`src/rtl/fetch_control_pkg.sv`:
```
// Shared types and constants for the fetch-stage sequencer.
package fetch_control_pkg;

  typedef enum logic [1:0] {
    BOOT = 2'd0,
    REQ  = 2'd1,
    HOLD = 2'd2
  } state_t;

  localparam int INSTR_BITS = 32;
  localparam int PC_STEP    = 4;

endpackage

```
`src/rtl/fetch_out_buffer.sv`:
```
// One-entry valid/ready output register holding {instr, instr_pc}; flush wins over load.
module fetch_out_buffer
  import fetch_control_pkg::*;
#(
  parameter int ADDRESS_BITS = 16
) (
  input  logic                    clock,
  input  logic                    reset,
  input  logic                    flush,
  input  logic                    load,
  input  logic [INSTR_BITS-1:0]   load_instr,
  input  logic [ADDRESS_BITS-1:0] load_pc,
  input  logic                    out_ready,
  output logic                    out_valid,
  output logic [INSTR_BITS-1:0]   out_instr,
  output logic [ADDRESS_BITS-1:0] out_pc
);

  logic                    valid_reg;
  logic [INSTR_BITS-1:0]   instr_reg;
  logic [ADDRESS_BITS-1:0] pc_reg;

  always_ff @(posedge clock or negedge reset) begin
    if (!reset) begin
      valid_reg <= 1'b0;
      instr_reg <= '0;
      pc_reg    <= '0;
    end else if (flush) begin
      valid_reg <= 1'b0;
    end else if (load) begin
      valid_reg <= 1'b1;
      instr_reg <= load_instr;
      pc_reg    <= load_pc;
    end else if (valid_reg && out_ready) begin
      valid_reg <= 1'b0;
    end
  end

  assign out_valid = valid_reg;
  assign out_instr = instr_reg;
  assign out_pc    = pc_reg;

endmodule

```
`src/rtl/fetch_control.sv`:
```
// Fetch-stage sequencer: PC advance/hold/redirect, imem handshake, decode output buffer.
// Optional FETCH_CONTROL_PERF_EN adds perf_fetched / perf_stall counters.
module fetch_control
  import fetch_control_pkg::*;
#(
  parameter int                    ADDRESS_BITS = 16,
  parameter logic [ADDRESS_BITS-1:0] RESET_PC   = '0
) (
  input  logic                    clock,
  input  logic                    reset,
  input  logic [ADDRESS_BITS-1:0] PC,
  output logic                    next_PC_select,
  output logic [ADDRESS_BITS-1:0] target_PC,
  output logic                    imem_req,
  output logic [ADDRESS_BITS-1:0] imem_addr,
  input  logic                    imem_ready,
  input  logic [INSTR_BITS-1:0]   imem_rdata,
  input  logic                    redirect_valid,
  input  logic [ADDRESS_BITS-1:0] redirect_target,
  output logic                    instr_valid,
  input  logic                    instr_ready,
  output logic [INSTR_BITS-1:0]   instr,
  output logic [ADDRESS_BITS-1:0] instr_pc
`ifdef FETCH_CONTROL_PERF_EN
  ,
  output logic [31:0]             perf_fetched,
  output logic [31:0]             perf_stall
`endif
);

  state_t                  state_reg, state_next;
  logic                    pend_valid_reg, pend_valid_next;
  logic [ADDRESS_BITS-1:0] pend_target_reg, pend_target_next;
  logic [INSTR_BITS-1:0]   side_instr_reg;
  logic [ADDRESS_BITS-1:0] side_pc_reg;

  logic                    drain;
  logic                    side_load;
  logic                    buf_flush;
  logic                    buf_load;
  logic [INSTR_BITS-1:0]   buf_load_instr;
  logic [ADDRESS_BITS-1:0] buf_load_pc;

  always_ff @(posedge clock or negedge reset) begin
    if (!reset) begin
      state_reg       <= BOOT;
      pend_valid_reg  <= 1'b0;
      pend_target_reg <= '0;
      side_instr_reg  <= '0;
      side_pc_reg     <= '0;
    end else begin
      state_reg       <= state_next;
      pend_valid_reg  <= pend_valid_next;
      pend_target_reg <= pend_target_next;
      if (side_load) begin
        side_instr_reg <= imem_rdata;
        side_pc_reg    <= PC;
      end
    end
  end

  always_comb begin
    drain            = instr_valid && instr_ready;
    state_next       = state_reg;
    pend_valid_next  = pend_valid_reg;
    pend_target_next = pend_target_reg;
    next_PC_select   = 1'b1;
    target_PC        = PC;
    imem_req         = 1'b0;
    imem_addr        = PC;
    side_load        = 1'b0;
    buf_flush        = 1'b0;
    buf_load         = 1'b0;
    buf_load_instr   = imem_rdata;
    buf_load_pc      = PC;

    case (state_reg)
      BOOT: begin
        state_next = REQ;
        if (redirect_valid) begin
          target_PC = redirect_target;
          buf_flush = 1'b1;
        end else begin
          target_PC = RESET_PC;
        end
      end

      REQ: begin
        imem_req = 1'b1;
        if (redirect_valid && imem_ready) begin
          target_PC       = redirect_target;
          buf_flush       = 1'b1;
          pend_valid_next = 1'b0;
        end else if (redirect_valid) begin
          // Request in flight: keep PC/address stable, remember the target,
          // and drop already-buffered younger instructions now.
          pend_valid_next  = 1'b1;
          pend_target_next = redirect_target;
          buf_flush        = 1'b1;
        end else if (imem_ready && pend_valid_reg) begin
          target_PC       = pend_target_reg;
          pend_valid_next = 1'b0;
        end else if (imem_ready && (!instr_valid || drain)) begin
          buf_load       = 1'b1;
          next_PC_select = 1'b0;
        end else if (imem_ready) begin
          side_load  = 1'b1;
          state_next = HOLD;
        end
      end

      HOLD: begin
        if (redirect_valid) begin
          target_PC  = redirect_target;
          buf_flush  = 1'b1;
          state_next = REQ;
        end else if (!instr_valid || drain) begin
          buf_load       = 1'b1;
          buf_load_instr = side_instr_reg;
          buf_load_pc    = side_pc_reg;
          next_PC_select = 1'b0;
          state_next     = REQ;
        end
      end

      default: state_next = BOOT;
    endcase
  end

  fetch_out_buffer #(
    .ADDRESS_BITS(ADDRESS_BITS)
  ) u_out_buffer (
    .clock     (clock),
    .reset     (reset),
    .flush     (buf_flush),
    .load      (buf_load),
    .load_instr(buf_load_instr),
    .load_pc   (buf_load_pc),
    .out_ready (instr_ready),
    .out_valid (instr_valid),
    .out_instr (instr),
    .out_pc    (instr_pc)
  );

`ifdef FETCH_CONTROL_PERF_EN
  logic [31:0] fetched_reg;
  logic [31:0] stall_reg;

  always_ff @(posedge clock or negedge reset) begin
    if (!reset) begin
      fetched_reg <= '0;
      stall_reg   <= '0;
    end else begin
      if (buf_load) fetched_reg <= fetched_reg + 32'd1;
      if ((state_reg == REQ && !imem_ready) || state_reg == HOLD)
        stall_reg <= stall_reg + 32'd1;
    end
  end

  assign perf_fetched = fetched_reg;
  assign perf_stall   = stall_reg;
`endif

endmodule

```
`config.mk`:
```
export PLATFORM = sky130hd
export DESIGN_NAME = fetch_control
export DESIGN_NICKNAME = d
export VERILOG_FILES = /design/src/rtl/fetch_control_pkg.sv /design/src/rtl/fetch_out_buffer.sv /design/src/rtl/fetch_control.sv
export SDC_FILE = /design/constraint.sdc
export NUM_CORES = 1
export LEC_CHECK = 0
export CORE_MARGIN = 4
export CORE_UTILIZATION = 55
export CTS_CLUSTER_DIAMETER = 120
export DETAILED_ROUTE_END_ITERATION = 7
export DONT_BUFFER_PORTS = 1
export GPL_ROUTABILITY_DRIVEN = 0
export PLACE_DENSITY = 0.7
export SYNTH_ARGS = -nofsm -noshare
export SYNTH_HDL_FRONTEND = slang
export SYNTH_SLANG_ARGS = --single-unit
```
`constraint.sdc`:
```
create_clock -name clock -period 4.6 [get_ports clock]
set_clock_uncertainty 0.1 [all_clocks]
set_input_delay 0.92 -clock clock [delete_from_list [all_inputs] [get_ports clock]]
set_output_delay 0.92 -clock clock [all_outputs]
set_load 0.05 [all_outputs]
```
# After elaboration in Yosys (flattened, before gate mapping)
# Index checks and enable logic that the tools add are counted.
# op_classes
eq_ne	8
muxes	50
bitwise	2
reduce_logical	14
# ops
op	count
$mux W16	8
$mux W32	3
$pmux W16 S3	1
$mux W1	27
$mux W2	7
$ne A2 B2 Y1 const B	5
$pmux W1 S2	3
$pmux W2 S3	1
$reduce_and A6 Y1	1
$reduce_bool A3 Y1	2
$logic_and A1 B1 Y1	4
$reduce_and A2 Y1	2
$ne A3 B3 Y1 const B	1
$reduce_and A3 Y1	1
$eq A2 B1 Y1 const B	1
$eq A2 B2 Y1 const B	1
$logic_not A2 Y1	1
$not A1 Y1	2
$reduce_or A2 Y1	1
$logic_not A1 Y1	1
$logic_or A1 B1 Y1	1
# totals
register_bits	116
in_bits	69
out_inout_bits	83
elab_cells	82

# Longest topological paths before layout
# depth
depth_word	10
depth_mapped	8
ltp_nobuf	6

# Cells and area by module
# Synthesis repeated with hierarchy kept, for this count alone.
# unflattened
hier_cells	387
area_unflattened_um2	5640.4
# by_module_without_submodules
mod	n_inst	cells_each	area_per_inst_um2	seq_area_each_um2
fetch_control	1	281	3703.6	1676.6
fetch_out_buffer	1	106	1936.9	1226.2

# Worst setup path after synthesis
# OpenSTA, ideal clock, no wires.
# synth_path
kind	register to output
startpoint	register state_reg[1]
endpoint	output target_PC[10]
arrival_ps	3065
required_ps	3580
path_slack_ps	515
stages_incl_launch_ff	9
path_cell_list	dfrtp_1 > inv_1 > ha_1 > buf_2 > nand2_1 > a21oi_1 > buf_2 > a22oi_1 > o21ai_0
# synth_via
elab_chain_cells	2
elab_cells_between_ends	4
cone_classes	eq/ne: 2; mux: 1; reduce/logical: 1
# synth_rtl
item	line	text
start, declared	fetch_control.sv:31	state_t state_reg, state_next;
start signal, assigned	fetch_control.sv:52	state_reg <= state_next;
$eq A2 B2 Y1, or another cell as far along	fetch_control.sv:77	case (state_reg)
$pmux W16 S3 (*)	fetch_control.sv:77	
end, declared	fetch_control.sv:13	output logic [ADDRESS_BITS-1:0] target_PC,
# Every way passes the cells marked *; elsewhere a longest branch is shown, timed or not.

# Worst setup path in the final report
# layout_path
startpoint	register state_reg[1]
endpoint	output target_PC[11]
# Same word-level chain as after synthesis.

==> impl_results.md <==
- Starting DRT DRC Count: about 160
- Antenna-violating nets left: 0
- Via/cell ratio: around 6.5
- Drt drc: 0
- WL per Instance: between 20 and 25 um
- # rows: 35
- Worst-path clk slew: about 0.060 ns
- Synth cell types: 32
- Total iterations of the first detailed-routing run: 4
- Synthesized area per cell: ~13 sq um
- Largest net degree at the start of global routing: 84
- Inserted Diodes: 0
- Outcome: finished clean
- Die Wd: 105 um
- Initial antenna violation count: 0
- Critical path required time: about 3.6 ns
- CTS tree: built
- Post-DP HPWL: about 7500 um
- Unrepaired setup endpoints after global routing: no
- CTS Root Cell: clkbuf_8
- Reg2Reg Setup Slack: 2.00 ns
- Synth warn: 0
- Worst-Margin Slew: between 0.8 and 0.9 ns
- Mapped Cells: roughly 400
- Synth Flop Type: dfrtp_1
- Crit path from: state_reg[1]$_DFFE_PN0P_
- DR vias: 3441
- CTS Buffer Depth: 2
- Final WL: 12200 um
- Overall Power: about 4.7 mW
- VDD IR max: around 0.41 mV
- Pleak: about 2.7 nW
- Clk_lat worst skew: approximately 0.49 ns
- Input/output buffers: 0
- Post-synthesis compound-gate area fraction: roughly 20%
- Simple-Gate Fraction of Synth Area: 3.18%
- CTS buffer count: 17
- Number of global-route vias before repair: between 3000 and 4000
- Post-synth top area share: between 50% and 60%
- Share of cells above drive strength 1: around 30%
- Critical Path End: target_PC[11]
- Worst R2R Start: state_reg[1]$_DFFE_PN0P_
- Tightest Hold Check Type: primary input to asynchronous set/reset pin
- Flops & latches, synth: about 120
- Number of flops mapped to enable cells by yosys: 0
- Die Ht: between 100 and 150 um
- Total core area: between 0.009 and 0.01 sq mm
- Final setup vio count: 0
- # nets final: just under 500
- Syn_nets: 483
- Fmax: 274 MHz
- R2R depth: 8
- H-tree depth: 4
- Top cells by count, synth: dfrtp_1, mux2_2, a2bb2oi_1, o22ai_1, nand2_1
- Final TNS setup: 0 ns
- MaxCap Viol Count: 0
- Final Hold Vio Count: 0
- Gr ovfl total: 0
- Largest family of logic cells by synthesized area: compound AO/OA/AOI/OAI gates
- Overall Global Routing Usage: between 20% and 30%
- Max FO, Critical Path: 16
- First-pass GRT wire length: 19800 um
- Postcts setup bufs: 0
- CP Capture Type: primary output
- FF-to-FF End: u_out_buffer.out_instr[24]$_DFFE_PN0P_
- Count of pins over their slew limit: 0
- Pwr/cell area: about 810 mW/mm^2
- Clock sink count: between 100 and 150
- Critical Path AT: 2.63 ns
- DIE AREA: roughly 0.011 sq mm
- Largest area contributor in the netlist: dfrtp_1
- Final hold slack: roughly 0.14 ns
- Synth Area in Adders: less than 1%
- Post-synth ARST share: 100%
- Initial Util: a little under three fifths
- Post-layout min period: around 3.6 ns
- Synth top area cells: dfrtp_1, mux2_2, a2bb2oi_1
- Multiplexer area fraction after synthesis: 14.2%
- Dominant cell by count in the synthesized netlist: dfrtp_1
- Seq/Total Area, Yosys: a little under three fifths
- # IOs: roughly 150
- Post-Synth XOR/XNOR Area: 0%
- Slew Limit Headroom: 44.8%
- Worst Setup Path Type: flip-flop to primary output
- Post-synthesis cell area: 0.00515 sq mm
- Worst Setup Start Kind: flip-flop
- Layout Area Growth over Synthesis: 13.8%
- Period utilisation layout: 79.3%
==> final cells by class <==
class | instances | area (sq um)
Clock inverter | 13 | 158
Clock buffer | 19 | 422
Fill cell | 701 | 3330
Inverter | 3 | 11.3
Sequential cell | 116 | 2900
Multi-Input combinational cell | 242 | 1970
Tap cell | 111 | 139
Timing Repair Buffer | 28 | 258
==> repair_timing <==
item                                   4_1_cts  5_1_grt
endpoints found under the hold margin       34       25
hold buffers                                 1        3
gates resized for setup                      0        0
==> metal layers <==
layer,global-route usage (%),up-vias,wire length [um]
met5,0,-,0
met1,27.9,1755,4970
met4,6.94,0,114
met2,36.7,131,6000
li1,-,1544,-
met3,9.20,11,1160
==> cell families (layout without fill, tap and decap cells) <==
group                    Yosys count  after routing
adder cells (fa/ha/maj)            4              4
buffers and inverters             52             63
AO/OA/AOI/OAI                    140            140
flip-flops                       116            116
AND/OR/NAND/NOR                   33             33
multiplexers                      65             65
==> worst max-delay path: stages (launching register included) <==
cell and delay (ns):
dfrtp_1 0.41, inv_1 0.10, ha_1 0.14, buf_4 0.27, and4_1 0.62, a22oi_1 0.15
o21ai_1 0.21, buf_4 0.23
==> how the worst min path moves through the flow <==
stage	startpoint	endpoint	slack (ns)	cells after the start
2_1_floorplan	side_instr_reg[25]$_DFFE_PN0P_	side_instr_reg[25]$_DFFE_PN0P_	0.38	1
5_1_grt	reset	side_instr_reg[15]$_DFFE_PN0P_	0.12	1
3_3_place_gp	side_instr_reg[31]$_DFFE_PN0P_	side_instr_reg[31]$_DFFE_PN0P_	0.39	1
3_5_place_dp	side_instr_reg[1]$_DFFE_PN0P_	side_instr_reg[1]$_DFFE_PN0P_	0.39	1
6_report	reset	u_out_buffer.out_instr[15]$_DFFE_PN0P_	0.14	1
4_1_cts	reset	u_out_buffer.out_instr[15]$_DFFE_PN0P_	0.00007	0
==> power breakdown <==
part / internal (mW) / switching, mW
Sequential: 1.36 / 1.03
Combinational: 0.455 / 0.608
Clock: 0.824 / 0.459
Total: 2.64 / 2.10
==> stage by stage <==
stage	cells	setup slack [ns]	area [sq um]	utilization, %
6_report	532	0.951	5860	63.7
5_1_grt	532	0.798	5860	63.7
4_1_cts	529	0.925	5800	63.1
3_5_place_dp	496	1.44	5200	56.6
3_3_place_gp	496	1.48	5200	56.6
2_1_floorplan	410	0.515	5150	-
==> cell usage in the layout (no fill, tap or decap), types with 3 or more instances in the layout <==
cell type     n
clkinv_2      4
a21oi_1       3
ha_1          4
clkinvlp_4    4
o22ai_1      48
dfrtp_1     116
nand2_1      20
a22oi_1      16
a2bb2oi_1    48
o21ai_1      16
buf_4        24
clkbuf_16    16
mux2_2       65
bufinv_16     3
Note: power is estimated with default switching activity, not from simulation.
